===== src/rtl/muldiv_pkg.sv =====
// Shared constants for the EX-stage multiply/divide sequencer: op encodings, FSM states and
// divider depth.
package muldiv_pkg;

  localparam int unsigned DIV_ITERS = 32;

  localparam logic [1:0] OP_MULT  = 2'b00;
  localparam logic [1:0] OP_MULTU = 2'b01;
  localparam logic [1:0] OP_DIV   = 2'b10;
  localparam logic [1:0] OP_DIVU  = 2'b11;

  localparam logic [1:0] StIdle = 2'd0;
  localparam logic [1:0] StDiv  = 2'd1;
  localparam logic [1:0] StDone = 2'd2;

  function automatic logic [31:0] mag32(input logic [31:0] v, input logic is_signed);
    return (is_signed && v[31]) ? -v : v;
  endfunction

endpackage


===== src/rtl/div_step.sv =====
// One combinational restoring-division step: shift in a dividend bit, trial-subtract the divisor.
module div_step (
  input  logic [31:0] rem_i,
  input  logic        dvd_bit_i,
  input  logic [31:0] divisor_i,
  output logic [31:0] rem_o,
  output logic        q_bit_o
);

  logic [32:0] shifted;
  logic [32:0] diff;

  assign shifted = {rem_i, dvd_bit_i};
  assign diff    = shifted - {1'b0, divisor_i};
  assign q_bit_o = ~diff[32];
  assign rem_o   = q_bit_o ? diff[31:0] : shifted[31:0];

endmodule


===== src/rtl/muldiv_ctrl.sv =====
// EX-stage MULT/MULTU/DIV/DIVU sequencer: single-cycle multiply, 32-step restoring divide.
// Define MULDIV_DIV0_FAST_EN to finish divide-by-zero in one cycle.
module muldiv_ctrl #(
  parameter int unsigned DIV_ITERS = 32
) (
  input  logic        clk,
  input  logic        rst,
  input  logic        req_valid_i,
  input  logic [1:0]  req_op_i,
  input  logic [31:0] req_a_i,
  input  logic [31:0] req_b_i,
  input  logic        annul_i,
  output logic        stallreq_o,
  output logic        busy_o,
  output logic        done_o,
  output logic [31:0] hi_o,
  output logic [31:0] lo_o
);
  import muldiv_pkg::*;

  localparam int unsigned CntW = $clog2(DIV_ITERS);
  localparam logic [CntW-1:0] CntLast = CntW'(DIV_ITERS - 1);

  logic [1:0]      state_q, state_d;
  logic [CntW-1:0] cnt_q, cnt_d;
  logic [31:0]     rem_q, rem_d;
  logic [31:0]     quot_q, quot_d;   // dividend bits shift out as quotient bits shift in
  logic [31:0]     dvsr_q, dvsr_d;
  logic            qneg_q, qneg_d;
  logic            rneg_q, rneg_d;
  logic [31:0]     hi_q, hi_d;
  logic [31:0]     lo_q, lo_d;

  logic        is_signed;
  logic [63:0] ext_a, ext_b, prod;
  logic [31:0] step_rem, q_fin;
  logic        step_q;
  logic        div0_fast;

  div_step u_div_step (
    .rem_i     (rem_q),
    .dvd_bit_i (quot_q[31]),
    .divisor_i (dvsr_q),
    .rem_o     (step_rem),
    .q_bit_o   (step_q)
  );

  // MULT and DIV share the signed flag in op bit 0 being clear.
  assign is_signed = ~req_op_i[0];
  assign ext_a     = {{32{is_signed & req_a_i[31]}}, req_a_i};
  assign ext_b     = {{32{is_signed & req_b_i[31]}}, req_b_i};
  assign prod      = ext_a * ext_b;
  assign q_fin     = {quot_q[30:0], step_q};

`ifdef MULDIV_DIV0_FAST_EN
  assign div0_fast = (req_b_i == 32'd0);
`else
  assign div0_fast = 1'b0;
`endif

  always_comb begin
    state_d = state_q;
    cnt_d   = cnt_q;
    rem_d   = rem_q;
    quot_d  = quot_q;
    dvsr_d  = dvsr_q;
    qneg_d  = qneg_q;
    rneg_d  = rneg_q;
    hi_d    = hi_q;
    lo_d    = lo_q;
    case (state_q)
      StIdle: begin
        if (req_valid_i) begin
          if (!req_op_i[1]) begin
            {hi_d, lo_d} = prod;
            state_d      = StDone;
          end else if (div0_fast) begin
            hi_d    = req_a_i;
            lo_d    = (is_signed && req_a_i[31]) ? 32'd1 : 32'hFFFF_FFFF;
            state_d = StDone;
          end else begin
            quot_d  = mag32(req_a_i, is_signed);
            dvsr_d  = mag32(req_b_i, is_signed);
            rem_d   = '0;
            qneg_d  = is_signed & (req_a_i[31] ^ req_b_i[31]);
            rneg_d  = is_signed & req_a_i[31];
            cnt_d   = '0;
            state_d = StDiv;
          end
        end
      end
      StDiv: begin
        rem_d  = step_rem;
        quot_d = q_fin;
        cnt_d  = cnt_q + 1'b1;
        if (cnt_q == CntLast) begin
          lo_d    = qneg_q ? -q_fin : q_fin;
          hi_d    = rneg_q ? -step_rem : step_rem;
          state_d = StDone;
        end
      end
      StDone:  state_d = StIdle;
      default: state_d = StIdle;
    endcase
    if (annul_i) begin
      state_d = StIdle;
      hi_d    = hi_q;
      lo_d    = lo_q;
    end
  end

  always_ff @(posedge clk) begin
    if (rst) begin
      state_q <= StIdle;
      cnt_q   <= '0;
      rem_q   <= '0;
      quot_q  <= '0;
      dvsr_q  <= '0;
      qneg_q  <= 1'b0;
      rneg_q  <= 1'b0;
      hi_q    <= '0;
      lo_q    <= '0;
    end else begin
      state_q <= state_d;
      cnt_q   <= cnt_d;
      rem_q   <= rem_d;
      quot_q  <= quot_d;
      dvsr_q  <= dvsr_d;
      qneg_q  <= qneg_d;
      rneg_q  <= rneg_d;
      hi_q    <= hi_d;
      lo_q    <= lo_d;
    end
  end

  assign done_o     = (state_q == StDone);
  assign busy_o     = (state_q != StIdle);
  assign stallreq_o = req_valid_i & ~done_o;
  assign hi_o       = hi_q;
  assign lo_o       = lo_q;

endmodule


===== config.mk =====
export PLATFORM = sky130hd
export DESIGN_NAME = muldiv_ctrl
export DESIGN_NICKNAME = d
export VERILOG_FILES = /design/src/rtl/muldiv_pkg.sv /design/src/rtl/div_step.sv /design/src/rtl/muldiv_ctrl.sv
export SDC_FILE = /design/constraint.sdc
export NUM_CORES = 2
export LEC_CHECK = 0
export ABC_AREA = 1
export CAP_MARGIN = 20
export CORE_AREA = 2 2 389 391
export CTS_CLUSTER_DIAMETER = 60
export DETAILED_ROUTE_END_ITERATION = 6
export DIE_AREA = 0 0 391 393
export SETUP_SLACK_MARGIN = 0.1
export SYNTH_ARGS = -nofsm -noshare
export SYNTH_HDL_FRONTEND = slang
export SYNTH_SLANG_ARGS = --single-unit
export TNS_END_PERCENT = 20

===== constraint.sdc =====
create_clock -name clk -period 12.06 [get_ports clk]
set_clock_uncertainty 0.15 [all_clocks]
set_input_delay 1.809 -clock clk [delete_from_list [all_inputs] [get_ports clk]]
set_output_delay 1.809 -clock clk [all_outputs]
set_load 0.02 [all_outputs]

==> metrics.md <==
| Metric | Value |
|---|---|
| Most frequent cell after synthesis | inv_1 |
| Core Region | 149000 um2 |
| Synth Area in XOR/XNOR | approximately 1.1% |
| Final worst path period share | 86.2% |
| Final HPWL DP | 146000 um |
| Vias in the first global route | 46.6k |
| CP Launch Type | input pin |
| Largest family of logic cells by synthesized area | adder cells |
| Clk slew on worst S/H paths | 0.09 ns |
| Initial antenna violation count | 15 |
| Yosys top cell by area | fa_1 |
| Die Y | 393 um |
| Final WL | 178000 um |
| Critical Path Sink Type | register |
| First-pass DRT Iterations | 6 |
| Die area | approximately 150000 um2 |
| Post-route cell area | 55600 um2 |
| Antenna viol nets, final | 0 |
| Largest net degree at the start of global routing | 64 |
| DP Area | approximately 55000 um2 |
| Area grow syn2layout | 6.89% |
| H-Tree Depth | 4 |
| Post-synthesis adder-cell area fraction | between 40% and 50% |
| Synth cell count leaders | 1867 x inv_1, 1739 x nand2_1, 1126 x fa_1 |
| Worst EP arrival | 10.62 ns |
| CTS tree | yes |
| Post-synth top flop | dfxtp_1 |
| Mux contribution to synthesized area | 0% |
| EDFF count, synth | 0 |
| Max Cap Violations | 0 |
| Io pins | 137 |
| DRC viols | 0 |
| Setup violators final | 0 |
| Mean Syn Cell Area | 7.42 um2 |
| CP required | 12.28 ns |
| Fin. Hold Viols | 0 |
| Fmax | 96.2 MHz |
| Status | finished clean |
| First-pass GRT wire length | 277000 um |
| Post-synthesis async set-or-reset flop share | 0% |
| Via count | 44.5k |
| Root buffer cell | clkbuf_16 |
| PortBufs | 136 |
| DR vias/cell | 5.02 |
| Final Max Slew Viols | 0 |
| HP Class | register to register |
| Remaining global-route overflow | 0 |
| Clock Sinks | ~170 |
| Syn Nets | 8458 |
| Syn Inst Count | 7011 |
| Clock Latency Late Sink | 0.46 ns |
| GR Util All Layers | about a quarter |
| #FFs+latches synth | 169 |
| Simple-Gate Fraction of Synth Area | between 10% and 20% |
| Starting density of the core | 34.9% |
| Initial DRC count | 3620 |
| Tmin final | just over 10 ns |
| Synth top area share | 43.3% |
| Critical path fanouts, max | 10 |
| NumNets Final | 8352 |
| CP Class | input pin to register |
| Setup_tns | 0 ns |
| Compound-Gate Fraction of Synth Area | 7.20% |
| Post-CTS setup buffers | 0 |
| Maximum root-to-sink buffer count | 2 |
| Slew @ Worst Pin | 1.20 ns |
| Slew headroom | 19.1% |
| Hold buffer count at cts | 0 |
| Synth top area cells | fa_1 43%, inv_1 13%, nand2_1 13% |
| Post-synthesis cell type count | 64 |
| Syn Std Cell Area | ~52000 um2 |
| Final GP Congestion | approximately 0.94 |
| Sequential area share after synthesis | around 6.5% |
| Warnings, synthesis | 0 |
| Fraction of final layout cells with drive strength greater than 1 | 3.99% |
| RSZ-0062 raised after global routing | no |
| Cts repair resizes | 0 |
| Die Wd | 391 um |
| Wire per inst | 20.0 um |
| Inserted Clock Buffers | 17 |
| Row count | 142 |
-- routing by layer --
| metal | vias up | global-route usage (%) | share of wire [%] |
|---|---|---|---|
| li1 | 20100 | - | - |
| met1 | 22500 | 31.9 | 43 |
| met2 | 1671 | 39.0 | 47 |
| met3 | 240 | 3.59 | 7.3 |
| met4 | 14 | 6.00 | 2.9 |
| met5 | - | 0 | 0.052 |
-- flip-flops by register name, indices dropped and copies added (netlist names) --
name	count
cnt_q	5
hi_o	32
state_q	2
rem_q	32
quot_q	32
qneg_q	1
rneg_q	1
dvsr_q	32
lo_o	32
-- worst max-delay path: stages --
cell             delay [ns]
clkdlybuf4s50_1        0.94
nand2_1                0.21
nor2_1                 0.26
fa_1                   0.55
fa_1                   0.63
fa_1                   0.51
inv_1                  0.42
fa_1                   0.50
inv_1                  0.10
fa_1                   0.46
fa_1                   0.51
fa_1                   0.49
inv_1                  0.05
fa_1                   0.51
inv_1                  0.06
ha_1                   0.33
a21oi_1                0.31
o21ai_0                0.18
o21bai_1               0.19
a21oi_1                0.36
nand3_1                0.20
nand2_1                0.09
nand3_1                0.12
o21ai_0                0.41
nand2_1                0.14
nand3b_1               0.19
nand2_1                0.06
inv_1                  0.04
-- stage by stage --
stage,utilization [%],cells,hold WS [ns],setup slack (ns)
after floorplan,-,7011,0.295,2.82
after global placement,36.9,8828,0.303,1.30
after detailed placement,36.9,8830,0.307,1.16
after CTS,37.3,8862,0.318,1.63
after global routing,37.3,8862,0.351,1.18
final,37.3,8868,0.316,1.66
-- final timing paths --
| path | startpoint | endpoint | slack (ns) | cells after the start |
|---|---|---|---|---|
| setup / recovery | req_b_i[1] | hi_o[16] | 1.66 | 28 |
| hold / removal | lo_o[10] | lo_o[10] | 0.32 | 2 |
| setup reg to reg | quot_q[31] | lo_o[28] | 5.68 | 27 |
| hold reg to reg | lo_o[10] | lo_o[10] | 0.32 | 2 |
-- cells by family after synthesis --
| group | after synthesis |
|---|---|
| AO/OA/AOI/OAI | 666 |
| XOR/XNOR | 68 |
| adder cells (fa/ha/maj) | 1377 |
| buffers and inverters | 2229 |
| flip-flops | 169 |
| AND/OR/NAND/NOR | 2502 |
-- layout by cell type (no fill, tap or decap), types with 7 or more instances in the layout --
master	Yosys	routed
o221ai_1	9	9
nor3_1	42	41
nand3b_1	16	16
o21ai_1	12	12
inv_2	7	7
buf_2	5	43
nand2_2	30	30
nor2_1	395	391
a31oi_1	39	39
dfxtp_1	169	169
or2_2	18	18
a21oi_1	245	245
nor2_2	14	16
a21o_1	8	8
clkbuf_16	0	17
clkdlybuf4s50_1	0	93
o21a_1	11	11
xnor2_1	40	40
xor2_1	28	28
fa_1	1126	1126
o211ai_1	21	21
o21ai_0	246	246
nand3_2	8	8
a21boi_0	7	7
nand4_1	45	45
o21bai_1	11	11
nor4_1	13	13
nand2_4	8	9
nand3_1	149	149
inv_1	1867	1866
nand2_1	1739	1738
ha_1	251	251
buf_4	1	83
o22ai_1	14	14
-- final cells by class --
class	count	area (um2)
diodes	6	15.0
clock buffers	19	443
clock inverters	13	146
fillers	15700	93600
inverters	1879	7050
multi-input cells	4613	40300
flip-flops and latches	169	3380
well taps	1944	2430
repair buffers	225	1890
Power is not shown: default switching activity piles up to over one toggle a cycle in this logic, so the estimate is an artifact.
